--- config.mk ---
export PLATFORM = sky130hd
export DESIGN_NAME = inst_fetch_ctrl
export DESIGN_NICKNAME = d
export VERILOG_FILES = /design/src/rtl/inst_fetch_ctrl_pkg.sv /design/src/rtl/inst_fetch_ctrl_fifo.sv /design/src/rtl/inst_fetch_ctrl.sv
export SDC_FILE = /design/constraint.sdc
export NUM_CORES = 1
export LEC_CHECK = 0
export ABC_AREA = 1
export BUFFER_PORTS_ARGS = -buffer_cell sky130_fd_sc_hd__buf_2
export CAP_MARGIN = 20
export CORE_MARGIN = 1
export CORE_UTILIZATION = 56
export DETAILED_ROUTE_END_ITERATION = 10
export PLACE_DENSITY = 0.91
export SLEW_MARGIN = 20
export SYNTH_ARGS = -nofsm -noshare
export SYNTH_HDL_FRONTEND = slang
export SYNTH_HIERARCHICAL = 1
export SYNTH_SLANG_ARGS = --single-unit
--- constraint.sdc ---
create_clock -name clk -period 2.85 [get_ports clk]
set_clock_uncertainty 0.15 [all_clocks]
set_input_delay 0.57 -clock clk [delete_from_list [all_inputs] [get_ports clk]]
set_output_delay 0.57 -clock clk [all_outputs]
set_load 0.02 [all_outputs]
--- src/rtl/inst_fetch_ctrl_pkg.sv ---
// Shared constants and FSM state encoding for the instruction fetch sequencer.
package inst_fetch_ctrl_pkg;

  localparam int          IFC_CPU_WIDTH = 32;
  localparam logic [31:0] IFC_RESET_PC  = 32'h0000_0000;
  localparam int          IFC_FQ_DEPTH  = 2;
  localparam int          IFC_PC_STEP   = 4;

  typedef enum logic [1:0] {
    S_IDLE  = 2'd0,
    S_FETCH = 2'd1,
    S_HALT  = 2'd2
  } fetch_state_e;

endpackage

--- src/rtl/inst_fetch_ctrl_fifo.sv ---
// fetch_fifo: registered skid queue holding {pc, inst} pairs between fetch and decode.
module fetch_fifo
  import inst_fetch_ctrl_pkg::*;
#(
  parameter int WIDTH = 2 * IFC_CPU_WIDTH,
  parameter int DEPTH = IFC_FQ_DEPTH
) (
  input  logic                     clk_i,
  input  logic                     rstn_i,
  input  logic                     flush_i,
  input  logic                     push_i,
  input  logic                     pop_i,
  input  logic [WIDTH-1:0]         wdata_i,
  output logic [WIDTH-1:0]         rdata_o,
  output logic [$clog2(DEPTH):0]   count_o,
  output logic                     empty_o
);

  localparam int AW = (DEPTH > 1) ? $clog2(DEPTH) : 1;
  localparam int CW = $clog2(DEPTH) + 1;
  localparam logic [CW-1:0] DEPTH_C = CW'(DEPTH);

  logic [WIDTH-1:0] mem_q [DEPTH];
  logic [AW-1:0]    wr_ptr_q, wr_ptr_d;
  logic [AW-1:0]    rd_ptr_q, rd_ptr_d;
  logic [CW-1:0]    count_q, count_d;
  logic             do_push, do_pop;

  // A push into a full queue is only accepted when the head leaves in the same cycle.
  assign do_pop  = pop_i & (count_q != '0);
  assign do_push = push_i & ((count_q != DEPTH_C) | do_pop);

  always_comb begin
    wr_ptr_d = wr_ptr_q;
    rd_ptr_d = rd_ptr_q;
    count_d  = count_q;
    if (flush_i) begin
      wr_ptr_d = '0;
      rd_ptr_d = '0;
      count_d  = '0;
    end else begin
      if (do_push) wr_ptr_d = wr_ptr_q + AW'(1);
      if (do_pop)  rd_ptr_d = rd_ptr_q + AW'(1);
      case ({do_push, do_pop})
        2'b10:   count_d = count_q + CW'(1);
        2'b01:   count_d = count_q - CW'(1);
        default: count_d = count_q;
      endcase
    end
  end

  always_ff @(posedge clk_i or negedge rstn_i) begin
    if (!rstn_i) begin
      wr_ptr_q <= '0;
      rd_ptr_q <= '0;
      count_q  <= '0;
      for (int i = 0; i < DEPTH; i++) mem_q[i] <= '0;
    end else begin
      wr_ptr_q <= wr_ptr_d;
      rd_ptr_q <= rd_ptr_d;
      count_q  <= count_d;
      if (do_push && !flush_i) mem_q[wr_ptr_q] <= wdata_i;
    end
  end

  assign rdata_o = mem_q[rd_ptr_q];
  assign count_o = count_q;
  assign empty_o = (count_q == '0);

endmodule

--- src/rtl/inst_fetch_ctrl.sv ---
// Fetch sequencer: owns the PC, feeds instruction/PC pairs to decode, handles redirect/halt.
// Optional misaligned-redirect trap enabled by defining IF_MISALIGN_CHK_EN.
module inst_fetch_ctrl
  import inst_fetch_ctrl_pkg::*;
#(
  parameter int                   CPU_WIDTH = IFC_CPU_WIDTH,
  parameter logic [CPU_WIDTH-1:0] RESET_PC  = CPU_WIDTH'(IFC_RESET_PC),
  parameter int                   FQ_DEPTH  = IFC_FQ_DEPTH
) (
  input  logic                 clk,
  input  logic                 rstn,
  input  logic                 fetch_en,
  output logic [CPU_WIDTH-1:0] inst_addr,
  input  logic [CPU_WIDTH-1:0] inst,
  input  logic                 redirect_en,
  input  logic [CPU_WIDTH-1:0] redirect_pc,
  input  logic                 halt_req,
  output logic                 id_valid,
  input  logic                 id_ready,
  output logic [CPU_WIDTH-1:0] id_inst,
  output logic [CPU_WIDTH-1:0] id_pc,
`ifdef IF_MISALIGN_CHK_EN
  output logic                 misalign_err,
  output logic [CPU_WIDTH-1:0] misalign_addr,
`endif
  output logic                 fetch_busy
);

  localparam int CW = $clog2(FQ_DEPTH) + 1;
  localparam logic [CW-1:0] DEPTH_C = CW'(FQ_DEPTH);

  fetch_state_e           state_q, state_d;
  logic [CPU_WIDTH-1:0]   pc_q, pc_d;
  logic [CPU_WIDTH-1:0]   redirect_tgt;
  logic [2*CPU_WIDTH-1:0] fq_wdata, fq_rdata;
  logic [CW-1:0]          fq_count;
  logic                   fq_empty;
  logic                   push, pop, bad_tgt;

`ifdef IF_MISALIGN_CHK_EN
  logic                 misalign_err_q;
  logic [CPU_WIDTH-1:0] misalign_addr_q, misalign_addr_d;

  assign bad_tgt = redirect_en & (redirect_pc[1:0] != 2'b00);
`else
  logic unused_redirect_lsb;

  assign bad_tgt             = 1'b0;
  assign unused_redirect_lsb = ^redirect_pc[1:0];
`endif

  assign redirect_tgt = {redirect_pc[CPU_WIDTH-1:2], 2'b00};

  // A redirect blocks both ends of the queue so a stale head is never consumed.
  assign pop  = id_valid & id_ready & ~redirect_en;
  assign push = (state_q == S_FETCH) & fetch_en & ~halt_req & ~redirect_en
              & ((fq_count < DEPTH_C) | pop);

  always_comb begin
    state_d = state_q;
    pc_d    = pc_q;
    if (redirect_en) begin
      if (bad_tgt) begin
        state_d = S_HALT;
      end else begin
        state_d = fetch_en ? S_FETCH : S_IDLE;
        pc_d    = redirect_tgt;
      end
    end else begin
      case (state_q)
        S_IDLE:  if (fetch_en) state_d = S_FETCH;
        S_FETCH: begin
          if (halt_req)       state_d = S_HALT;
          else if (!fetch_en) state_d = S_IDLE;
        end
        S_HALT:  state_d = S_HALT;
        default: state_d = S_IDLE;
      endcase
      if (push) pc_d = pc_q + CPU_WIDTH'(IFC_PC_STEP);
    end
  end

  always_ff @(posedge clk or negedge rstn) begin
    if (!rstn) begin
      state_q <= S_IDLE;
      pc_q    <= RESET_PC;
    end else begin
      state_q <= state_d;
      pc_q    <= pc_d;
    end
  end

`ifdef IF_MISALIGN_CHK_EN
  assign misalign_addr_d = bad_tgt ? redirect_pc : misalign_addr_q;

  always_ff @(posedge clk or negedge rstn) begin
    if (!rstn) begin
      misalign_err_q  <= 1'b0;
      misalign_addr_q <= '0;
    end else begin
      misalign_err_q  <= bad_tgt;
      misalign_addr_q <= misalign_addr_d;
    end
  end

  assign misalign_err  = misalign_err_q;
  assign misalign_addr = misalign_addr_q;
`endif

  assign fq_wdata = {pc_q, inst};

  fetch_fifo #(
    .WIDTH (2 * CPU_WIDTH),
    .DEPTH (FQ_DEPTH)
  ) u_fetch_fifo (
    .clk_i   (clk),
    .rstn_i  (rstn),
    .flush_i (redirect_en),
    .push_i  (push),
    .pop_i   (pop),
    .wdata_i (fq_wdata),
    .rdata_o (fq_rdata),
    .count_o (fq_count),
    .empty_o (fq_empty)
  );

  assign inst_addr  = pc_q;
  assign id_valid   = ~fq_empty;
  assign id_pc      = fq_rdata[2*CPU_WIDTH-1:CPU_WIDTH];
  assign id_inst    = fq_rdata[CPU_WIDTH-1:0];
  assign fetch_busy = (state_q == S_FETCH);

endmodule

==> results of run 1 <==
==> worst min-delay path, delay by kind of cell <==
family,cells,cell delay (ns)
AND/OR/NAND/NOR,2,0.10
buffers and inverters,1,0.07
==> cells by family (layout without fill, tap and decap cells) <==
family	count (synthesis)	after routing	share of synthesized area [%]
AOI/OAI and AO/OA	151	151	13.6
xor gates and xnor gates	5	5	0.494
adders and majority gates	1	1	0.141
buffers and inverters	174	328	10.3
DFF	164	164	46.3
other	1	4	0.0423
and+or+nand+nor	606	606	29.1
==> cell usage after synthesis, types with 2 or more instances <==
cell	n
nand2_1	457
dfrtp_1	164
inv_1	115
o21ai_2	113
nand3_1	71
nor2_1	39
buf_6	31
o21ai_0	11
clkbuf_1	9
nand3_2	9
o21ai_1	9
o21bai_1	8
nand2_2	7
nor2_2	7
buf_1	6
a21oi_1	5
buf_2	5
nor2_4	5
buf_4	3
inv_2	3
nand2_4	3
o22ai_1	3
xnor2_1	3
nand4_1	2
o21a_1	2
or2_2	2
xor2_1	2
==> metrics by stage <==
step	instances	area [µm²]	power (µW)	utilization (%)	hold WS [ns]
final	1470	10300	6870	67.0	0.204
after global routing	1470	10300	7250	67.0	0.208
after CTS	1470	10300	6910	67.0	0.195
after detailed placement	1438	9690	4760	63.3	0.318
after global placement	1438	9690	4690	63.3	0.314
after floorplan	1105	8870	4130	-	0.124
==> cell type report <==
| cell class | count | area, µm² |
|---|---|---|
| inverters | 120 | 463 |
| fillers | 1211 | 5060 |
| multi-input cells | 767 | 3870 |
| well taps | 211 | 264 |
| flip-flops and latches | 164 | 4110 |
| repair buffers | 177 | 1000 |
| clock buffers | 17 | 425 |
| clock inverters | 14 | 129 |
==> flip-flops by register name (all words and copies together) (netlist names) <==
name,count
inst_addr,30
state_q,2
u_fetch_fifo/count_o,2
u_fetch_fifo/mem_q,128
u_fetch_fifo/rd_ptr_q,1
u_fetch_fifo/wr_ptr_q,1
==> report_power, final <==
part / switching (µW) / total (µW) / internal (µW)
Clock: 943 / 2150 / 1200
Sequential: 253 / 2900 / 2650
Combinational: 1190 / 1820 / 627
==> final timing paths <==
kind,to,slack (ns),cells after the start
worst max-delay path,id_pc[13],0.30,4
worst min-delay path,inst_addr[16],0.20,3
worst max register to register,u_fetch_fifo/mem_q[11],0.39,14
worst min register to register,u_fetch_fifo/mem_q[101],0.33,2
max in group asynchronous,state_q[1],1.27,3
min in group asynchronous,u_fetch_fifo/mem_q[86],0.54,2
==> layer usage <==
| layer | wire [µm] | part of all wire [%] |
|---|---|---|
| met5 | 0 | 0 |
| met4 | 373 | 1.9 |
| met3 | 1340 | 6.8 |
| met2 | 9410 | 48 |
| met1 | 8590 | 44 |
==> flow_metrics.env, run 1 <==
export IMPL_status="finished, final reports clean"
export IMPL_dr_first_iter_drc_count=540
export IMPL_cp_max_fo=64
export IMPL_vias_per_cell=5.11
export IMPL_worstMarginPinSlew_ns=0.738
export IMPL_die_width_um=128
export IMPL_grt_start_max_net_pins=78
export IMPL_cp_end_kind="output pin"
export IMPL_clk_root_buffer_cell="clkbuf_16"
export IMPL_synth_warnings=6
export IMPL_cts_tree="done"
export IMPL_place_worst_setup_slack_ns=0.205
export IMPL_ys_types=35
export IMPL_final_max_slew_violation_count=0
export IMPL_share_of_synthesized_registers_carrying_an_async_set_or_reset_pct=100
export IMPL_die_height_um=128
export IMPL_worst_ir_drop_vdd_uv=467
export IMPL_slew_headroom_pct=50.8
export IMPL_dp_hpwl_um=13200
export IMPL_totalNegativeSetupSlack_ns=0
export IMPL_die_area_um2=16300
export IMPL_io_pin_count=168
export IMPL_postLayoutSetupSlackWorst_ns=0.302
export IMPL_routedWlPerCell_um=13.4
export IMPL_final_common_cell="nand2_1"
export IMPL_synth_top_area_cell="dfrtp_1"
export IMPL_crit_path_cell_trace="buf_4 > nand2_1 > nand2_1 > buf_2"
export IMPL_grt_use_met3_pct=5.97
export IMPL_first_global_vias=6858
export IMPL_leakagePower_uw=0.00556
export IMPL_max_cap_violations=0
export IMPL_grt_most_used_layer="met2"
export IMPL_synth_seq_cells=164
export IMPL_setup_violations_final=0
export IMPL_globalRouteOverflowTotal=0
export IMPL_core_area_um2=15300
export IMPL_hold_viol_final=0
export IMPL_route_vias_total=7516
export IMPL_row_count=45
export IMPL_crit_path_launch="u_fetch_fifo/rd_ptr_q"
export IMPL_synth_seq_area_share_pct=46.3
export IMPL_initial_cell_density_of_the_core_pct=57.9
export IMPL_ctsHoldBuffers=1
export IMPL_grt_antenna_before_repair=0
export IMPL_worst_path_dominant_cell_family="buffers and inverters"
export IMPL_crit_path_max_incr_delay_ns=0.60
export IMPL_htree_levels=4
export IMPL_rsz0062_at_grt="no"
export IMPL_critical_path_arrival_ns=1.83
export IMPL_drt_wl_total_um=19700
export IMPL_cp_data_required_time_ns=2.13
export IMPL_syn_to_final_growth_pct=15.7
export IMPL_layout_drive_gt1_share_pct=28.8
export IMPL_drt_pass1_iterations=5
export IMPL_cellPowerDensity_nw_per_um2=669
export IMPL_grt_util_met2_pct=40.9
export IMPL_tritoncts_num_buffers=17
export IMPL_postSynthAreaPerCell_um2=8.04
export IMPL_cts_repair_resize_count=0
export IMPL_clock_insertion_delay_worst_skew_ns=0.43
export IMPL_post_cts_setup_buffers=0
export IMPL_start_kind="register"
export IMPL_numClockSinks=164
export IMPL_critical_path_type="register to output pin"
export IMPL_synth_top_cells_by_area="dfrtp_1, nand2_1, o21ai_2"
export IMPL_final_net_count=1318
export IMPL_clk_path_buf_depth=2
export IMPL_postSynth_topFlopCell="dfrtp_1"
export IMPL_synthCells=1102
export IMPL_worst_hold_path_type="input pin to register"
export IMPL_mostFrequentLayoutCells="nand2_1, dfrtp_1, buf_2"
export IMPL_synth_top_area_share_pct=46.3
export IMPL_number_of_nets_with_antenna_violations_after_detailed_routing=0
export IMPL_min_delay_start="redirect_pc[16]"
export IMPL_critical_path_top_cell_by_count="nand2_1"
export IMPL_grt_use_met1_pct=33.6
export IMPL_insertedDiodeCount=0
export IMPL_critical_path_n_buffers_inverters=2
export IMPL_synthesis_area_um2=8860
export IMPL_post_route_period_util_pct=89.4
export IMPL_global_route_usage_total_pct=25.3
export IMPL_clkTransAtPathRegs_ns=0.06
export IMPL_maxClockFrequency_mhz=392
export IMPL_ff_to_ff_start="u_fetch_fifo/count_o[1]"
export IMPL_slowest_stage="buf_4"
export IMPL_drc=0
export IMPL_io_buffers=163
export IMPL_first_pass_grt_wire_length_um=32500
export IMPL_synth_edf_count=0
export IMPL_post_route_min_period_ns=2.55
export IMPL_globalplace_congestion=0.908
No activity file was read; power rests on OpenSTA's default activity.
==> run 2, diff against run 1 <==
Settings changed: CORE_UTILIZATION 56 to 51, PLACE_DENSITY 0.91 to 0.87.
Clock period 2.85 ns to 2.2 ns, I/O delays scaled along.
==> run 2 against run 1 <==
Register-to-register slack got worse by 0.30 ns. Die area increased by 9.6%. Global-route usage decreased by 1.7 points. Worst hold slack got worse by 0.13 ns. Via count increased by 4.6%. Setup slack got worse by 0.27 ns. Critical endpoint is now id_inst[22]. Largest cell class unchanged. Highest routed layer unchanged.
==> flow_metrics.env, run 2 (same netlist as run 1, synthesis figures left out) <==
export IMPL_power_total_uw=9500
export IMPL_vias_per_cell=5.23
export IMPL_first_pass_grt_wire_length_um=33500
export IMPL_power_spent_charging_and_discharging_nets_uw=3240
export IMPL_finish_cell_count_without_fillers=1504
export IMPL_final_common_cell="nand2_1"
export IMPL_slowest_stage="dfrtp_2"
export IMPL_cp_max_fo=10
export IMPL_io_pin_count=168
export IMPL_io_buffers=163
export IMPL_worst_path_dominant_cell_family="buffers and inverters"
export IMPL_number_of_nets_with_antenna_violations_after_detailed_routing=0
export IMPL_critical_path_type="register to output pin"
export IMPL_cp_end_kind="output pin"
export IMPL_mostFrequentLayoutCells="nand2_1, dfrtp_1, buf_2"
export IMPL_power_report_internal_total_uw=6260
export IMPL_finalHoldWorstSlack_ns=0.0696
export IMPL_die_height_um=134
export IMPL_finalInstanceArea_um2=10900
export IMPL_totalNegativeSetupSlack_ns=0
export IMPL_share_seq_of_total_power_pct=39.7
export IMPL_status="finished, final reports clean"
export IMPL_routedWlPerCell_um=15.4
export IMPL_post_route_period_util_pct=98.6
export IMPL_initial_cell_density_of_the_core_pct=52.9
export IMPL_largest_register_ff_count=128
export IMPL_dr_first_iter_drc_count=593
export IMPL_ff2ff_setup_slack_ns=0.09
export IMPL_detailed_place_area_um2=9790
export IMPL_max_cap_violations=0
export IMPL_grt_antenna_before_repair=0
export IMPL_cts_tree="done"
export IMPL_critical_path_n_buffers_inverters=4
export IMPL_route_vias_total=7863
export IMPL_die_width_um=134
export IMPL_global_route_usage_total_pct=23.6
export IMPL_maxClockFrequency_mhz=461
export IMPL_layout_drive_gt1_share_pct=30.4
export IMPL_critical_path_top_cell_by_count="nand2_1"
export IMPL_globalplace_congestion=0.869
export IMPL_pwr_share_clk_pct=34.0
export IMPL_htree_levels=4
export IMPL_start_kind="register"
export IMPL_share_comb_of_total_power_pct=26.4
export IMPL_dp_hpwl_um=13900
export IMPL_globalRouteOverflowTotal=0
export IMPL_core_area_um2=16800
export IMPL_first_global_vias=6942
export IMPL_crit_path_max_incr_delay_ns=0.44
export IMPL_numClockSinks=164
export IMPL_critical_path_arrival_ns=1.58
export IMPL_cellPowerDensity_nw_per_um2=875
export IMPL_switching_share_of_power_pct=34.1
export IMPL_drt_wl_total_um=23200
export IMPL_insertedDiodeCount=0
export IMPL_clk_path_buf_depth=2
export IMPL_worst_ir_drop_vdd_uv=560
export IMPL_tritoncts_num_buffers=17
export IMPL_hold_viol_final=0
export IMPL_clk_root_buffer_cell="clkbuf_16"
export IMPL_setup_violations_final=0
export IMPL_drc=0
export IMPL_dpl_cell_count=1452
export IMPL_final_max_slew_violation_count=0
export IMPL_clkTransAtPathRegs_ns=0.07
export IMPL_cp_data_required_time_ns=1.61
export IMPL_row_count=47
export IMPL_worst_hold_path_type="input pin to register"
export IMPL_final_net_count=1342
export IMPL_clock_insertion_delay_worst_skew_ns=0.43
export IMPL_die_area_um2=17900
export IMPL_crit_path_cell_trace="clkinv_4 > clkbuf_16 > buf_8 > nand2_1 > nand2_1 > buf_2"
export IMPL_grt_start_max_net_pins=63
export IMPL_register_containing_the_most_flip_flops_in_the_final_layout="u_fetch_fifo/mem_q"
export IMPL_syn_to_final_growth_pct=22.5
export IMPL_leakagePower_uw=0.00586
export IMPL_drt_pass1_iterations=5
export IMPL_post_route_min_period_ns=2.17
-- run 2: worst reg2reg max path, stage by stage, from the launching register on --
cell	delay, ns
dfrtp_1	0.41
inv_2	0.08
nand2_2	0.10
inv_1	0.05
inv_1	0.10
nand3_2	0.10
inv_1	0.10
inv_1	0.08
nand3_2	0.08
nand2_2	0.08
inv_4	0.11
nand3_4	0.08
buf_12	0.17
buf_16	0.17
nand2_1	0.10
o21ai_2	0.06
-- run 2: layout make-up --
cell class                      instances  area (µm²)
Fill cell                            1355        5900
Sequential cell                       164        4110
Multi-Input combinational cell        767        3880
Timing Repair Buffer                  201        1480
Inverter                              120         470
Clock buffer                           17         425
Tap cell                              220         275
Clock inverter                         15         218
-- run 2: final timing paths --
kind	start	to	cells past startpoint
max reg2reg	u_fetch_fifo/count_o[0]	u_fetch_fifo/mem_q[10]	15
min	redirect_pc[14]	inst_addr[14]	3
min in group asynchronous	rstn	u_fetch_fifo/mem_q[21]	2
max in group asynchronous	rstn	u_fetch_fifo/mem_q[124]	3
max	u_fetch_fifo/rd_ptr_q	id_inst[22]	6
min reg2reg	u_fetch_fifo/mem_q[20]	u_fetch_fifo/mem_q[20]	2
-- run 2: metal layers --
| layer | routed length, µm | part of all wire, % | GRT usage, % | vias up |
|---|---|---|---|---|
| li1 | - | - | - | 3784 |
| met1 | 9410 | 41 | 30.9 | 3684 |
| met2 | 11400 | 49 | 38.7 | 342 |
| met3 | 1740 | 7.5 | 4.84 | 53 |
| met4 | 618 | 2.7 | 9.15 | 0 |
| met5 | 0 | 0 | 0 | - |
-- run 2: power groups by stage --
stage | Clock (µW) | Sequential (µW) | Combinational [µW]
after floorplan | 0 | 3790 | 1550
after global placement | 0 | 3780 | 2320
after detailed placement | 0 | 3810 | 2370
after CTS | 3280 | 3760 | 2390
after global routing | 3410 | 3820 | 2730
final | 3230 | 3770 | 2510
-- run 2: repair_timing --
| action | 4_1_cts | 5_1_grt |
|---|---|---|
| setup buffers | 0 | 8 |
| setup endpoints to repair | 23 | 140 |
| hold endpoints to repair | 31 | 0 |
| resized for setup | 1 | 14 |
| hold buffers | 1 | 0 |
| cloned | 0 | 11 |
-- run 2: stage by stage --
step	utilization (%)	setup WS [ns]
floorplan	-	0.0551
global placement	58.4	0.183
detailed placement	58.4	0.102
CTS	62.4	0.0365
global route	64.8	-0.00934
finish	64.8	0.0315
